File: src/rtl/sequence_generator_moore.sv
// rtl/sequence_generator_moore.sv - serial MSB-first pattern transmitter with repeat count and idle gaps
module sequence_generator_moore #(
  parameter int PAT_W = 4,
  parameter int CNT_W = 8,
  parameter int GAP_W = 4
) (
  input  logic             clock,
  input  logic             reset_n,
  input  logic             start,
  input  logic             abort,
  input  logic [PAT_W-1:0] pattern,
  input  logic [CNT_W-1:0] repeats,
  input  logic [GAP_W-1:0] gap,
  output logic             sequence_out,
  output logic             bit_valid,
  output logic             busy,
  output logic             frame_done,
  output logic             done
);

  localparam int IDX_W = (PAT_W > 2) ? $clog2(PAT_W) : 1;
  localparam logic [IDX_W-1:0] LAST_IDX = IDX_W'(PAT_W - 1);

  typedef enum logic [1:0] {
    IDLE = 2'd0,
    SEND = 2'd1,
    GAP  = 2'd2,
    DONE = 2'd3
  } state_t;

  state_t           state;
  logic [PAT_W-1:0] pat_q;
  logic [IDX_W-1:0] bit_idx;
  logic [CNT_W-1:0] frames_left;
  logic [GAP_W-1:0] gap_q;
  logic [GAP_W-1:0] gap_cnt;

  // Outputs are loaded together with the state they belong to, so each one
  // is a pure register read of the current state.
  always_ff @(posedge clock or negedge reset_n) begin
    if (!reset_n) begin
      state        <= IDLE;
      pat_q        <= '0;
      bit_idx      <= '0;
      frames_left  <= '0;
      gap_q        <= '0;
      gap_cnt      <= '0;
      sequence_out <= 1'b0;
      bit_valid    <= 1'b0;
      busy         <= 1'b0;
      frame_done   <= 1'b0;
      done         <= 1'b0;
    end else if (abort && (state != IDLE)) begin
      state        <= IDLE;
      sequence_out <= 1'b0;
      bit_valid    <= 1'b0;
      busy         <= 1'b0;
      frame_done   <= 1'b0;
      done         <= 1'b0;
    end else begin
      case (state)
        IDLE: begin
          if (start) begin
            state        <= SEND;
            pat_q        <= pattern;
            frames_left  <= (repeats == '0) ? CNT_W'(1) : repeats;
            gap_q        <= gap;
            bit_idx      <= LAST_IDX;
            sequence_out <= pattern[PAT_W-1];
            bit_valid    <= 1'b1;
            busy         <= 1'b1;
            frame_done   <= 1'b0;
            done         <= 1'b0;
          end
        end

        SEND: begin
          if (bit_idx != '0) begin
            bit_idx      <= bit_idx - IDX_W'(1);
            sequence_out <= pat_q[bit_idx - IDX_W'(1)];
            frame_done   <= (bit_idx == IDX_W'(1));
          end else begin
            frames_left <= frames_left - CNT_W'(1);
            frame_done  <= 1'b0;
            if (frames_left == CNT_W'(1)) begin
              state        <= DONE;
              sequence_out <= 1'b0;
              bit_valid    <= 1'b0;
              done         <= 1'b1;
            end else if (gap_q == '0) begin
              bit_idx      <= LAST_IDX;
              sequence_out <= pat_q[PAT_W-1];
            end else begin
              state        <= GAP;
              gap_cnt      <= gap_q;
              sequence_out <= 1'b0;
              bit_valid    <= 1'b0;
            end
          end
        end

        GAP: begin
          gap_cnt <= gap_cnt - GAP_W'(1);
          // gap_cnt starts at gap_q, so leaving at 1 gives exactly gap_q idle cycles.
          if (gap_cnt == GAP_W'(1)) begin
            state        <= SEND;
            bit_idx      <= LAST_IDX;
            sequence_out <= pat_q[PAT_W-1];
            bit_valid    <= 1'b1;
          end
        end

        DONE: begin
          state        <= IDLE;
          sequence_out <= 1'b0;
          bit_valid    <= 1'b0;
          busy         <= 1'b0;
          frame_done   <= 1'b0;
          done         <= 1'b0;
        end

        default: begin
          state        <= IDLE;
          sequence_out <= 1'b0;
          bit_valid    <= 1'b0;
          busy         <= 1'b0;
          frame_done   <= 1'b0;
          done         <= 1'b0;
        end
      endcase
    end
  end

endmodule

File: config.mk
export PLATFORM = sky130hd
export DESIGN_NAME = sequence_generator_moore
export DESIGN_NICKNAME = d
export VERILOG_FILES = /design/src/rtl/sequence_generator_moore.sv
export SDC_FILE = /design/constraint.sdc
export NUM_CORES = 1
export LEC_CHECK = 0
export BUFFER_PORTS_ARGS = -buffer_cell sky130_fd_sc_hd__buf_2
export CAP_MARGIN = 20
export CORE_MARGIN = 2
export CORE_UTILIZATION = 57
export DETAILED_ROUTE_END_ITERATION = 12
export PLACE_DENSITY = 0.83
export SYNTH_ARGS = -nofsm -noshare
export SYNTH_HDL_FRONTEND = slang
export SYNTH_SLANG_ARGS = --single-unit
File: constraint.sdc
create_clock -name clock -period 2.25 [get_ports clock]
set_input_delay 0.225 -clock clock [delete_from_list [all_inputs] [get_ports clock]]
set_output_delay 0.225 -clock clock [all_outputs]
set_load 0.03 [all_outputs]
; ---- Word level (Yosys, flattened, before mapping)
; Index checks and enable logic that the tools add are counted.
[totals]
word_cells = 101
memories = 0
latch_bits = 0
reg_bits = 29
rom_bits = 0
ram_bits = 0
output_inout_bits = 5
[op_classes]
add_sub_neg = 3
shifts = 0
reduce_logical = 20
multipliers = 0
n_div = 0
order_cmp = 1
eq_ne = 18
bitwise = 1
muxes = 47
[op_table]
columns = operator, count
row1 = two-way mux 8 bit, 3
row2 = two-way mux 2 bit, 11
row3 = two-way mux 1 bit, 20
row4 = inequality test 3 bit (second input constant), 6
row5 = case mux 8 bit (2 select lines), 1
row6 = two-way mux 4 bit, 3
row7 = AND reduction 4 bit, 3
row8 = inequality test 2 bit (second input constant), 5
row9 = equality test 8 x 1 -> 1 bit (second input constant), 1
row10 = zero test 8 bit, 1
row11 = case mux 1 bit (4 select lines), 2
row12 = case mux 2 bit (4 select lines), 1
row13 = case mux 4 bit (2 select lines), 1
row14 = nonzero test 2 bit, 4
row15 = subtractor 8 x 1 -> 8 bit (second input constant), 1
row16 = case mux 1 bit (3 select lines), 2
row17 = case mux 2 bit (3 select lines), 1
row18 = AND reduction 2 bit, 3
row19 = AND reduction 6 bit, 1
row20 = nonzero test 3 bit, 2
row21 = AND reduction 5 bit, 1
row22 = equality test 2 x 1 -> 1 bit (second input constant), 2
row23 = equality test 2 bit (second input constant), 2
row24 = equality test 4 x 1 -> 1 bit (second input constant), 1
row25 = other kinds (12), 12

; ---- Logic depth before layout (Yosys ltp)
[depth]
word_depth = 6
mapped_depth = 8
depth_no_buf = 6

; ---- Least setup slack after synthesis
; OpenSTA, ideal clock, no wires.
[synth_path]
path_kind = reg-to-reg
startpoint = reg frames_left[1]
endpoint = reg bit_idx[0]
stages_incl_launch_ff = 7
synth_period_minus_slack_ns = 1.692
t_arrival_ns = 1.572
path_slack_ns = 0.558
path_cell_list = dfrtp_1 > inv_1 > ha_1 > or4b_4 > o31ai_4 > nand2_1 > o211a_1
[synth_via]
elab_chain_cells = 3
[synth_rtl]
columns = item, line_no
row1 = start: declaration, 34  ; logic [CNT_W-1:0] frames_left;
row2 = start signal: assignment, 66  ; frames_left <= (repeats == '0) ? CNT_W'(1) : repeats;
row3 = start signal: assignment, 83  ; frames_left <= frames_left - CNT_W'(1);
row4 = equality test 8 x 1 -> 1 bit, 85  ; if (frames_left == CNT_W'(1)) begin
row5 = inequality test 3 bit (no source line), -
row6 = AND reduction 6 bit (no source line), -
row7 = end signal: assignment, 79  ; bit_idx <= bit_idx - IDX_W'(1);
row8 = end: declaration, 33  ; logic [IDX_W-1:0] bit_idx;
; No other way between the ends.
; A chain may end at the register's enable or synchronous reset.

; ---- Final worst setup path
[layout_path]
startpoint = reg state[1]
endpoint = reg gap_cnt[3]
[layout_via]
elab_chain_cells = 4
elab_cells_between_ends = 11
cone_classes = eq/ne (5) / mux (1) / bitwise (1) / reduce/logical (4)
[layout_rtl]
columns = item, line_no
row1 = start: declaration, 31  ; state_t state;
row2 = start signal: assignment, 42  ; state <= IDLE;
row3 = start signal: assignment, 54  ; state <= IDLE;
row4 = start signal: assignment, 64  ; state <= SEND;
row5 = "parallel branches: the longest is 4 deep, another holds AND reduction 5 bit", -
row6 = end signal: assignment, 95  ; gap_cnt <= gap_q;
row7 = end signal: assignment, 103  ; gap_cnt <= gap_cnt - GAP_W'(1);
row8 = end: declaration, 36  ; logic [GAP_W-1:0] gap_cnt;
; Several ways; the timed one is not identified.

==> flow_summary.ini <==
[status]
run_status = complete, no violations

[layout]
layout.nets = 234
syn_to_final_growth_pct = 14.3
utilization = 0.676
layout.cells.non_filler = 253
drive_above_1_share = 0.230
antennaDiodeCount = 0
final_cell_area_mm2 = 0.00205

[sta]
post-route-period-util = 0.816
maxClockFrequency_ghz = 0.545
unrepaired_setup_endpoints_after_global_routing = no
setup_viol_count_final = 0
timing.final.crit_period_ns = 1.84
worst_clk_skew_ns = 0.0113
tightest_pin_transition_ns = 0.641
final.setup.tns_ns = 0
worst_slew_margin_relative_to_its_limit = 0.573
finalMaxSlewViolations = 0
finalHoldViolations = 0
min_hold_slack_ns = 0.114

[pwr]
powerDensity_mw_per_mm2 = 1120
power_leakage_nw = 0.904
worst_ir_drop_vdd_v = 0.000589

[die]
height_of_the_die_um = 60.0
die-width_um = 60.0
num_io_pins = 25
die_area_mm2 = 0.00361
core_rows = 20
floorplan.initialDensity = 0.591
core_area_mm2 = 0.00303

[synthesis]
seq_area_frac_synth = 0.405
synth_most_common_cell = sky130_fd_sc_hd__dfrtp_1
asr_flop_ratio_synth = 1.00
syn_inst = 180
ys_ff_latch = 29
yosys_warnings = 0
yosys.cell_types.count = 51
synth.top_cells.by_area = sky130_fd_sc_hd__dfrtp_1 (41%), sky130_fd_sc_hd__mux2_1 (5.7%), sky130_fd_sc_hd__ha_1 (4.2%)
synth_edf_count = 0
cell_taking_the_most_area_after_synthesis = sky130_fd_sc_hd__dfrtp_1
synth.cell_area_mm2 = 0.00179
ys_dominant_reg_cell = sky130_fd_sc_hd__dfrtp_1
avgSynthCellArea_um2 = 9.95
synth_commonest_cells = sky130_fd_sc_hd__dfrtp_1 (29), sky130_fd_sc_hd__a21oi_1 (13), sky130_fd_sc_hd__inv_1 (11)
syn_nets = 206
netlist.area_leader.share = 0.405

[worst_hold_path]
hold-path-cell-count = 2
worst_hold_path_type = in2reg
worstHoldEndpoint = gap_q[1]
min_from = gap[1]

[detailed_routing]
route.detailed.wl_per_inst_um = 15.7
routed_wl_um = 3980
vias = 1525
drt_drc_violations_left = 0
vias_per_cell = 6.03
dr.first_iter.drc_count = 91
firstDrtPassIters = 4
ant_nets = 0

[setup_path]
timing.critical_path.from_type = register
path_class = reg2reg
regToRegSetupSlack_ns = 0.41
regToRegEndpoint = gap_cnt[3]
path_depth_of_the_worst_reg2reg_path = 4
critical_path.cell_chain = nor2b_1 -> mux2i_1 -> nand2b_1 -> o211ai_2
worst-endpoint-required_ns = 2.45
critical-path-slowest-cell = sky130_fd_sc_hd__dfrtp_1
worstSetupEndpointType = register
worstPathArrival_ns = 2.04
critical_path.max_fanout = 16
timing.rr.start = state[1]
delay_of_the_slowest_cell_on_the_worst_path_ns = 0.66

[placement]
placedCellCount = 244
routabilityCongestion = 0.898
port_buffers = 24
final_hpwl_from_detailed_placement_um = 2950
detailed_place.area_mm2 = 0.00197

[clocking]
cts.path.max_buffers = 2
clockRootBuffer = sky130_fd_sc_hd__clkbuf_4
numCtsBuffers = 5
htree_num_levels = 2
postcts_resize_cnt = 0
clk_pin_slew_worst_paths_ns = 0.09
clock-sinks = 29
tritoncts = done
clkLatencyLatePin_ns = 0.33

[global_route]
grt_max_degree = 30
antenna_violations_before_repair = 0
overflow = 0
grt_util_all_layers = 0.254
grt_first_pass_wirelength_um = 6780
first_global_vias = 1439

[job]
max-cap-violations = 0
[flip-flops by register name (all words and copies together) (netlist names)]
name,cells
busy,1
frame_done,1
state,2
pat_q,4
done,1
frames_left,8
bit_valid,1
gap_cnt,4
bit_idx,2
sequence_out,1
gap_q,4
[worst max-delay path, delay by kind of cell, from the launching register on]
kind | cells | cell delay [ns]
flops | 1 | 0.66
mux | 1 | 0.32
compound gates | 1 | 0.09
simple gates | 2 | 0.64
[worst max-delay path by stage]
stage | end | startpoint | depth (start not counted)
2_1_floorplan | bit_idx[0] | frames_left[1] | 6
3_3_place_gp | bit_idx[0] | frames_left[1] | 6
3_5_place_dp | gap_cnt[1] | frames_left[1] | 6
4_1_cts | gap_cnt[1] | frames_left[1] | 6
5_1_grt | gap_cnt[3] | state[1] | 4
6_report | gap_cnt[3] | state[1] | 4
[cells in the final DEF, fill, tap and decap left out, drive strengths merged, types with 4 or more instances in the layout]
master / Yosys / layout
buf: 4 / 29
nand3: 5 / 5
inv: 11 / 11
nand2b: 7 / 7
mux2i: 4 / 4
mux2: 9 / 9
o21ai: 12 / 12
nor2: 8 / 8
a21oi: 13 / 13
nand2: 9 / 9
ha: 6 / 6
nor3: 8 / 8
dfrtp: 29 / 29
nor3b: 4 / 4
clkbuf: 5 / 7
[repair_timing]
item,4_1_cts,5_1_grt
hold buffers,1,0
setup buffers,0,0
endpoints found under the setup margin,0,0
hold endpoints to repair,29,0
[where the power goes]
part | leakage (nW) | internal, W | switching, W | total [W]
logic | 0.518 | 0.000427 | 0.000534 | 0.000961
registers | 0.344 | 0.000723 | 0.000235 | 0.000958
clock network | 0.0413 | 0.000181 | 0.000188 | 0.000369
total | 0.904 | 0.00133 | 0.000957 | 0.00229
[cell families after synthesis]
family	Yosys count	synth area share
AO/OA/AOI/OAI	54	0.224
adder cells (fa/ha/maj)	6	0.0419
buffers and inverters	20	0.0440
flip-flops	29	0.405
multiplexers	14	0.0915
AND/OR/NAND/NOR	57	0.194
[layout make-up]
class	count	area [um2]
inverters	11	41.3
well taps	44	55.1
multi-input cells	131	986
flip-flops and latches	29	726
repair buffers	30	168
clock buffers	7	65.1
fillers	244	982
clock inverters	1	5.00
[per-stage QoR]
stage / worst slack [ns] / total power (W)
6_report: 0.414 / 0.00229
5_1_grt: 0.290 / 0.00246
4_1_cts: 0.435 / 0.00229
3_5_place_dp: 0.462 / 0.00192
3_3_place_gp: 0.525 / 0.00185
2_1_floorplan: 0.558 / 0.00163
[layer usage]
layer	vias up	wire [um]	track usage	share of wire
li1	724	-	-	-
met1	747	1800	0.355	0.45
met2	48	1930	0.396	0.48
met3	6	199	0.0476	0.050
met4	0	53	0.0857	0.013
met5	-	0	0	0
Power figures use the tool's default switching activity.
